<file path="src/rtl/vending_token_tx_if.sv">
// Coin-request handshake plus machine-side token/accept/dispense lines for vending_token_tx.
// The slave modport is the transmitter; the master modport is the coin front end / machine.
interface vending_token_tx_if #(
  parameter int unsigned CNT_W = 8
);
  logic             coin_valid;
  logic [1:0]       coin_type;
  logic             coin_ready;
  logic             a_in;
  logic             p_in;
  logic             t_out;
  logic             busy;
  logic             frame_done;
  logic             tmo_err;
  logic             ill_err;
  logic [CNT_W-1:0] coin_cnt;
  logic [CNT_W-1:0] prod_cnt;

  modport master (
    output coin_valid, coin_type, a_in, p_in,
    input  coin_ready, t_out, busy, frame_done, tmo_err, ill_err, coin_cnt, prod_cnt
  );

  modport slave (
    input  coin_valid, coin_type, a_in, p_in,
    output coin_ready, t_out, busy, frame_done, tmo_err, ill_err, coin_cnt, prod_cnt
  );
endinterface

</file>
<file path="src/rtl/vending_token_tx.sv">
// Serialises coin requests as pulse bursts on the token line and waits for the machine's accept.
// Optional VEND_TX_GAP_EN inserts GAP_CYC idle cycles after every frame before accepting again.
module vending_token_tx #(
  parameter int unsigned CNT_W   = 8,
  parameter int unsigned ACK_TMO = 16,
  parameter int unsigned GAP_CYC = 2
) (
  input logic                clk,
  input logic                rst_n,
  vending_token_tx_if.slave  bus
);

  typedef enum logic [2:0] {
    StIdle,
    StSend,
    StStop,
`ifdef VEND_TX_GAP_EN
    StGap,
`endif
    StWaitAck
  } state_e;

  localparam logic [7:0] TmoLast = 8'(ACK_TMO - 1);

`ifdef VEND_TX_GAP_EN
  localparam int unsigned GapW    = (GAP_CYC > 1) ? $clog2(GAP_CYC) : 1;
  localparam logic [GapW-1:0] GapLast = GapW'(GAP_CYC - 1);
  localparam state_e ExitSt = StGap;
`else
  localparam state_e ExitSt = StIdle;
`endif

  state_e           state_q, state_d;
  logic [1:0]       burst_q, burst_d;
  logic [7:0]       tmo_q, tmo_d;
  logic             t_out_q, t_out_d;
  logic             frame_done_q, frame_done_d;
  logic             ill_err_q, ill_err_d;
  logic             tmo_err_q, tmo_err_d;
  logic [CNT_W-1:0] coin_cnt_q, coin_cnt_d;
  logic [CNT_W-1:0] prod_cnt_q, prod_cnt_d;
`ifdef VEND_TX_GAP_EN
  logic [GapW-1:0]  gap_q, gap_d;
`else
  logic             unused_gap_cyc;
  assign unused_gap_cyc = ^GAP_CYC;
`endif

  logic busy;
  logic coin_ready;
  logic handshake;

  // Ready is held low during reset even though the state register already reads idle.
  assign busy       = (state_q != StIdle);
  assign coin_ready = rst_n & (state_q == StIdle);
  assign handshake  = bus.coin_valid & coin_ready;

  always_comb begin
    state_d      = state_q;
    burst_d      = burst_q;
    tmo_d        = tmo_q;
    t_out_d      = 1'b0;
    frame_done_d = 1'b0;
    ill_err_d    = 1'b0;
    tmo_err_d    = tmo_err_q;
    coin_cnt_d   = coin_cnt_q;
    prod_cnt_d   = prod_cnt_q;
`ifdef VEND_TX_GAP_EN
    gap_d        = gap_q;
`endif

    if (busy && bus.p_in && (prod_cnt_q != '1)) begin
      prod_cnt_d = prod_cnt_q + CNT_W'(1);
    end

    unique case (state_q)
      StIdle: begin
        if (handshake) begin
          if (bus.coin_type == 2'd3) begin
            ill_err_d = 1'b1;
          end else begin
            state_d = StSend;
            t_out_d = 1'b1;
            burst_d = bus.coin_type;  // pulses still owed after the first one
          end
        end
      end
      StSend: begin
        if (burst_q == 2'd0) begin
          state_d = StStop;
        end else begin
          burst_d = burst_q - 2'd1;
          t_out_d = 1'b1;
        end
      end
      StStop: begin
        state_d = StWaitAck;
        tmo_d   = '0;
      end
      StWaitAck: begin
        if (bus.a_in) begin
          frame_done_d = 1'b1;
          if (coin_cnt_q != '1) begin
            coin_cnt_d = coin_cnt_q + CNT_W'(1);
          end
          state_d = ExitSt;
        end else if (tmo_q == TmoLast) begin
          tmo_err_d = 1'b1;
          state_d   = ExitSt;
        end else begin
          tmo_d = tmo_q + 8'd1;
        end
`ifdef VEND_TX_GAP_EN
        gap_d = '0;
`endif
      end
`ifdef VEND_TX_GAP_EN
      StGap: begin
        if (gap_q == GapLast) begin
          state_d = StIdle;
        end else begin
          gap_d = gap_q + GapW'(1);
        end
      end
`endif
      default: state_d = StIdle;
    endcase
  end

  always_ff @(posedge clk) begin
    if (!rst_n) begin
      state_q      <= StIdle;
      burst_q      <= '0;
      tmo_q        <= '0;
      t_out_q      <= 1'b0;
      frame_done_q <= 1'b0;
      ill_err_q    <= 1'b0;
      tmo_err_q    <= 1'b0;
      coin_cnt_q   <= '0;
      prod_cnt_q   <= '0;
`ifdef VEND_TX_GAP_EN
      gap_q        <= '0;
`endif
    end else begin
      state_q      <= state_d;
      burst_q      <= burst_d;
      tmo_q        <= tmo_d;
      t_out_q      <= t_out_d;
      frame_done_q <= frame_done_d;
      ill_err_q    <= ill_err_d;
      tmo_err_q    <= tmo_err_d;
      coin_cnt_q   <= coin_cnt_d;
      prod_cnt_q   <= prod_cnt_d;
`ifdef VEND_TX_GAP_EN
      gap_q        <= gap_d;
`endif
    end
  end

  assign bus.coin_ready = coin_ready;
  assign bus.busy       = busy;
  assign bus.t_out      = t_out_q;
  assign bus.frame_done = frame_done_q;
  assign bus.ill_err    = ill_err_q;
  assign bus.tmo_err    = tmo_err_q;
  assign bus.coin_cnt   = coin_cnt_q;
  assign bus.prod_cnt   = prod_cnt_q;

endmodule

</file>
<file path="src/flat_wrapper.sv">
// flat-port wrapper written by rule: the top's interface ports become plain ports
module vending_token_tx_flat 
#(
  parameter int unsigned CNT_W   = 8,
  parameter int unsigned ACK_TMO = 16,
  parameter int unsigned GAP_CYC = 2
)
  (clk, rst_n, bus_coin_valid, bus_coin_type, bus_a_in, bus_p_in, bus_coin_ready, bus_t_out, bus_busy, bus_frame_done, bus_tmo_err, bus_ill_err, bus_coin_cnt, bus_prod_cnt);
  vending_token_tx_if #(.CNT_W(CNT_W)) bus_i ();
  input logic clk;
  input logic rst_n;
  input wire logic [$bits(bus_i.coin_valid)-1:0] bus_coin_valid;
  input wire logic [$bits(bus_i.coin_type)-1:0] bus_coin_type;
  input wire logic [$bits(bus_i.a_in)-1:0] bus_a_in;
  input wire logic [$bits(bus_i.p_in)-1:0] bus_p_in;
  output wire logic [$bits(bus_i.coin_ready)-1:0] bus_coin_ready;
  output wire logic [$bits(bus_i.t_out)-1:0] bus_t_out;
  output wire logic [$bits(bus_i.busy)-1:0] bus_busy;
  output wire logic [$bits(bus_i.frame_done)-1:0] bus_frame_done;
  output wire logic [$bits(bus_i.tmo_err)-1:0] bus_tmo_err;
  output wire logic [$bits(bus_i.ill_err)-1:0] bus_ill_err;
  output wire logic [$bits(bus_i.coin_cnt)-1:0] bus_coin_cnt;
  output wire logic [$bits(bus_i.prod_cnt)-1:0] bus_prod_cnt;
  assign bus_i.coin_valid = bus_coin_valid;
  assign bus_i.coin_type = bus_coin_type;
  assign bus_i.a_in = bus_a_in;
  assign bus_i.p_in = bus_p_in;
  assign bus_coin_ready = bus_i.coin_ready;
  assign bus_t_out = bus_i.t_out;
  assign bus_busy = bus_i.busy;
  assign bus_frame_done = bus_i.frame_done;
  assign bus_tmo_err = bus_i.tmo_err;
  assign bus_ill_err = bus_i.ill_err;
  assign bus_coin_cnt = bus_i.coin_cnt;
  assign bus_prod_cnt = bus_i.prod_cnt;
  vending_token_tx #(.CNT_W(CNT_W), .ACK_TMO(ACK_TMO), .GAP_CYC(GAP_CYC)) u_core (.clk(clk), .rst_n(rst_n), .bus(bus_i));
endmodule
</file>
<file path="config.mk">
export PLATFORM = sky130hd
export DESIGN_NAME = vending_token_tx_flat
export DESIGN_NICKNAME = d
export VERILOG_FILES = /design/src/rtl/vending_token_tx_if.sv /design/src/rtl/vending_token_tx.sv /design/src/flat_wrapper.sv
export SDC_FILE = /design/constraint.sdc
export NUM_CORES = 1
export LEC_CHECK = 0
export CAP_MARGIN = 25
export CORE_ASPECT_RATIO = 1.75
export CORE_MARGIN = 5
export CORE_UTILIZATION = 52
export DETAILED_ROUTE_END_ITERATION = 8
export PLACE_DENSITY = 0.77
export SLEW_MARGIN = 20
export SYNTH_ARGS = -nofsm -noshare
export SYNTH_HDL_FRONTEND = slang
export SYNTH_SLANG_ARGS = --single-unit
</file>
<file path="constraint.sdc">
create_clock -name clk -period 2.2 [get_ports clk]
set_input_delay 0.22 -clock clk [delete_from_list [all_inputs] [get_ports clk]]
set_output_delay 0.22 -clock clk [all_outputs]
set_load 0.01 [all_outputs]
</file>
* After elaboration in Yosys (flattened, before gate mapping)
Cells that the tools add are included.
Word-level totals: flip-flop bits (word level) 33, output and inout port bits 22
Cells by class: $add $sub $neg 4, equality and inequality tests 14, muxes and demuxes 19, bitwise operators 3, reductions and logical operators 14
Operators by type and width (number):
- adder 8 x 1 -> 8 bit (second input constant) | 3
- 2-to-1 mux 8 bit | 2
- != test 8 bit (second input constant) | 2
- case mux 8 bit (2 select lines) | 1
- 2-to-1 mux 3 bit | 5
- case mux 3 bit (4 select lines) | 1
- AND reduction 3 bit | 4
- equality test 8 x 4 -> 1 bit (second input constant) | 1
- != test 2 bit (second input constant) | 4
- AND reduction 4 bit | 2
- equality test 3 x 2 -> 1 bit (second input constant) | 2
- 2-to-1 mux 2 bit | 3
- 2-to-1 mux 1 bit | 5
- != test 2 x 1 -> 1 bit (second input constant) | 2
- case mux 2 bit (2 select lines) | 1
- nonzero test 2 bit | 2
- equality test 3 x 1 -> 1 bit (second input constant) | 1
- logical NOT 3 bit | 1
- != test 3 x 2 -> 1 bit (second input constant) | 1
- nonzero test 3 bit | 1
- AND 1 bit | 2
- equality test 2 bit (second input constant) | 1
- logical AND 1 bit | 2
- logical NOT 2 bit | 1
- other kinds (4) | 4

* Longest topological paths before layout
depth after elaboration 5, mapped depth 6, mapped depth without buffers 6

* Least setup slack after synthesis
No wires, ideal clock.
path kind register to register, start reg u_core.state_q[0], end reg u_core.prod_cnt_q[7], in the netlist u_core.bus.prod_cnt[7], setup time 0.059 ns, data arrival time 1.560 ns, data required time 2.141 ns, setup slack 0.581 ns, stages on the path, launching flop included 7, path buffers 0, clock period less this slack 1.619 ns, cells stage by stage dfxtp_1 -> inv_1 -> ha_1 -> and4b_1 -> o211ai_2 -> or4_1 -> nand2_1
Between the ends: longest elaborated chain between the ends 3
RTL lines:
- start, declared | line vending_token_tx.sv:33 | state_e state_q, state_d;
- start signal, assigned | line vending_token_tx.sv:132 | state_q <= StIdle;
- start signal, assigned | line vending_token_tx.sv:145 | state_q <= state_d;
- nonzero test 3 bit | line vending_token_tx.sv:54 | assign busy = (state_q != StIdle);
- logical AND 1 bit (2 in a row) | line vending_token_tx.sv:72 | if (busy && bus.p_in && (prod_cnt_q != '1)) begin
- end signal, assigned | line vending_token_tx.sv:153 | prod_cnt_q <= prod_cnt_d;
- end, declared | line vending_token_tx.sv:41 | logic [CNT_W-1:0] prod_cnt_q, prod_cnt_d;
No other way between the ends. A chain may end at the register's enable or synchronous reset.

* Worst setup path in the final report
start reg u_core.state_q[0], end out bus_coin_ready
Between the ends: longest elaborated chain between the ends 2
RTL lines:
- logical NOT 3 bit | line vending_token_tx.sv:55 | assign coin_ready = rst_n & (state_q == StIdle);
- AND 1 bit | line vending_token_tx.sv:55
- end, declared | line flat_wrapper.sv:16 | output wire logic [$bits(bus_i.coin_ready)-1:0] bus_coin_ready;
No other way between the ends.

==> key figures <==
Timing
  • Final clock period utilization by the worst path: 0.929
  • Worst hold slack across all endpoints: around 480 ps
  • RSZ-0062 raised after global routing: false
  • Total of endpoints with negative setup slack in the final report: 0
  • Worst Skew: 5.53 ps
  • Max-Slew Margin vs Limit: 0.743
  • Pin slew with the least headroom to its limit: 386 ps
  • Final setup slack of the worst path: 156 ps
  • Highest Clock Rate: between 400 and 500 MHz
  • Final hold vios: 0
  • Sum of negative setup slack: 0 ps
  • Max-slew violation count: 0
  • Post-route minimum period: 2040 ps

Pwr
  • Power Total: between 1.5 and 2 mW
  • Power Dens Cells: 764 mW/mm2
  • Worst supply voltage drop on vdd: 0.673 mV
  • Leak: 0.780 nW

Synthesis
  • Synthesized-area fraction occupied by ao, oa, aoi and oai cells: 0.167
  • Adder and majority gate portion of the synthesized area: 0.0613
  • Area share of the leading cell type in the synthesized netlist: 0.393
  • Area of the mapped netlist: 0.00163 mm2
  • Count of cell types in the netlist: 48
  • Number of nets produced by synthesis: 199
  • Average cell area after synthesis: about 8.9 um2
  • Number of instances in the synthesized netlist: 184
  • Async SR Flop Fraction: 0
  • Post-synthesis sequential area ratio: 0.393
  • Leading register cell type out of synthesis: sky130_fd_sc_hd__dfxtp_1
  • Simple-gate share of the synthesized area: 0.272
  • Fraction of synthesized cell area in xor and xnor cells: 0.0483
  • Share of cell area taken by muxes after synthesis: 0.0184
  • Combinational family with the most area after synthesis: simple AND/OR/NAND/NOR gates
  • Ranking of synthesized cells by area: sky130_fd_sc_hd__dfxtp_1, sky130_fd_sc_hd__ha_1, sky130_fd_sc_hd__nand3_1
  • Most area-hungry cell type in the Yosys netlist: sky130_fd_sc_hd__dfxtp_1
  • Yosys reg bits: 32
  • Number of warning messages in the yosys log: 0
  • Number of flops mapped to enable cells by yosys: 0

Clock tree
  • Source-to-sink clock delay at the later pin of the worst-skew pair: 280 ps
  • Postcts setup bufs: 0
  • Clk sink count: 32
  • Maximum buffer depth of the clock tree: 2
  • Number of H-tree levels: 2
  • Number of CTS-inserted buffers: 5
  • Clock tree from TritonCTS: done
  • CTS clock-pin slew for the worst setup and hold paths: 60 ps
  • Library cell used as clock root buffer: sky130_fd_sc_hd__clkbuf_8

Worst setup path
  • Crit. Startpoint: u_core.state_q[0]$_SDFFE_PN0P_
  • FF-to-FF setup slack: between 400 and 500 ps
  • Type of the setup path with the least slack: reg -> out
  • R2R cell count: 5
  • CP max FO: 6
  • Crit Reg-Reg Startpoint: u_core.tmo_q[0]$_SDFFE_PN0P_
  • Critical path required time: 1980 ps
  • End point of the critical path: bus_coin_ready
  • Launching element type of the critical path: flip-flop
  • FF-to-FF End: u_core.tmo_q[6]$_SDFFE_PN0P_
  • Arrival time at the worst endpoint: roughly 1800 ps
  • Endpoint class of the critical path: output pin

Placed design
  • Placement Setup Slack: 278 ps
  • Port bufs: 28
  • Placer's final routability congestion estimate: 0.908
  • Post-Place Cells: 253
  • Detailed-placement wirelength estimate: 2900 um
  • Post-DP Area: approximately 0.002 mm2

Detailed routing
  • Drt via density: about 5.6
  • Detail-routed net length per standard cell: ~14 um
  • Antenna Nets Post-Route: 0
  • Drc violations: 0
  • Routed Wire Length: 3750 um
  • Iteration-0 DRC count of the detailed router: 27
  • Overall via count from detail_route: between 1000 and 1500
  • Detailed-router iteration count before antenna repair: 4

Floorplanning
  • Num rows: 27
  • Vertical die dimension: 84.1 um
  • Initial Util: 0.531
  • Area of the core region: 0.00307 mm2
  • Horizontal die dimension: around 52 um
  • I/O pin count: 29
  • Area of the die: 0.00440 mm2

Global routing
  • Maximum number of pins on one net before global-route repair: 28
  • Overall overflow remaining after global route: 0
  • Global routing usage summed across all routing layers: 0.193
  • First-pass GRT wire length: 6450 um
  • Number of global-route vias before repair: 1482
  • Initial antenna violation count: 0

Worst hold path
  • Hold Crit Class: reg -> reg
  • Hold path start: u_core.bus.tmo_err$_SDFFE_PN0P_

Final layout
  • Share of final-layout standard cells stronger than drive strength 1: 0.0734
  • Antenna fix cells: 0
  • Fin util: 0.667
  • # nets final: 232
  • Post-Layout Inst Area: 0.00205 mm2
  • Number of cells in the finished layout apart from fillers: 261
  • Area growth from synthesis to layout: 25.6%

Job
  • Max-cap viol count: 0

Run status
  • Run status: complete, no violations
## worst max-delay path, cell delays in order (launching register included)
cell	delay, ps
sky130_fd_sc_hd__dfxtp_1	330
sky130_fd_sc_hd__inv_1	110
sky130_fd_sc_hd__ha_2	250
sky130_fd_sc_hd__inv_1	100
sky130_fd_sc_hd__nor2_1	190
sky130_fd_sc_hd__clkdlybuf4s50_1	570
## worst min-delay path by stage
stage / to / slack, ps / cells past startpoint
finish: u_core.bus.tmo_err$_SDFFE_PN0P_ / 480 / 2
global route: u_core.tmo_q[1]$_SDFFE_PN0P_ / 530 / 2
CTS: u_core.bus.tmo_err$_SDFFE_PN0P_ / 490 / 2
detailed placement: u_core.bus.tmo_err$_SDFFE_PN0P_ / 470 / 2
global placement: u_core.bus.tmo_err$_SDFFE_PN0P_ / 460 / 2
floorplan: u_core.bus.ill_err$_SDFF_PN0_ / 330 / 2
## cells by family after synthesis
group,after synthesis
compound gates,39
xor+xnor,9
fa+ha+maj,8
buf+inv,14
flops,32
mux,3
simple gates,79
## cells in the final DEF (no fill, tap or decap), types with 2 or more instances in the layout
master | synthesis | layout
sky130_fd_sc_hd__a31oi_1 | 3 | 3
sky130_fd_sc_hd__or4_1 | 4 | 4
sky130_fd_sc_hd__o21ai_0 | 6 | 6
sky130_fd_sc_hd__o221ai_1 | 2 | 2
sky130_fd_sc_hd__o31ai_1 | 2 | 2
sky130_fd_sc_hd__nand2_1 | 15 | 15
sky130_fd_sc_hd__o2111ai_1 | 2 | 2
sky130_fd_sc_hd__xor2_1 | 8 | 8
sky130_fd_sc_hd__o211ai_1 | 3 | 3
sky130_fd_sc_hd__buf_4 | 1 | 3
sky130_fd_sc_hd__nand3_1 | 15 | 15
sky130_fd_sc_hd__and3_1 | 3 | 3
sky130_fd_sc_hd__mux2i_1 | 3 | 3
sky130_fd_sc_hd__nand4_1 | 4 | 4
sky130_fd_sc_hd__nor2b_1 | 2 | 2
sky130_fd_sc_hd__ha_1 | 8 | 7
sky130_fd_sc_hd__clkbuf_1 | 2 | 2
sky130_fd_sc_hd__nor3_1 | 3 | 3
sky130_fd_sc_hd__o211ai_2 | 2 | 2
sky130_fd_sc_hd__inv_1 | 9 | 9
sky130_fd_sc_hd__a21oi_1 | 8 | 8
sky130_fd_sc_hd__clkbuf_8 | 0 | 6
sky130_fd_sc_hd__clkdlybuf4s50_1 | 0 | 28
sky130_fd_sc_hd__or3_1 | 3 | 3
sky130_fd_sc_hd__o41ai_1 | 2 | 2
sky130_fd_sc_hd__dfxtp_1 | 32 | 32
sky130_fd_sc_hd__nor2_1 | 17 | 17
sky130_fd_sc_hd__nand2b_1 | 3 | 3
## state kept, by name (all words and copies together), names as in the netlist
name / flops
u_core.bus.t_out: 1
u_core.bus.frame_done: 1
u_core.burst_q: 2
u_core.tmo_q: 8
u_core.bus.prod_cnt: 8
u_core.bus.coin_cnt: 8
u_core.bus.tmo_err: 1
u_core.bus.ill_err: 1
u_core.state_q: 2
## timing repair
item / 4_1_cts / 5_1_grt
resized for setup: 0 / 1
setup endpoints to repair: 0 / 1
hold buffers: 0 / 0
## layer usage
metal | share of wire | vias up | wire length (um) | global-route usage
met5 | 0 | - | 0 | 0
met2 | 0.57 | 30 | 2120 | 0.360
met1 | 0.37 | 688 | 1400 | 0.182
li1 | - | 746 | - | -
met4 | 0.025 | 0 | 92 | 0.0860
met3 | 0.037 | 8 | 139 | 0.0555
## layout make-up
cell class                 instances  area (um2)
fill                             271        1020
multi-input combinational        138         928
sequential                        32         641
timing repair buffer              31         303
clock buffer                       8        90.1
tap                               43        53.8
inverter                           9        33.8
## where the power goes
group	internal (mW)	switching (mW)
logic	0.203	0.248
registers	0.623	0.0323
clock network	0.255	0.204
total	1.08	0.485
## cell usage after synthesis (all sizes together) (2+ instances only)
library cell,n
dfxtp,32
nor2,17
nand2,15
nand3,15
inv,9
a21oi,8
ha,8
xor2,8
o21ai,7
nand4,5
o211ai,5
or4,4
a31oi,3
and3,3
buf,3
mux2i,3
nand2b,3
nor3,3
or3,3
clkbuf,2
nor2b,2
nor4,2
o2111ai,2
o221ai,2
o31ai,2
o41ai,2
Power figures use the tool's default switching activity.
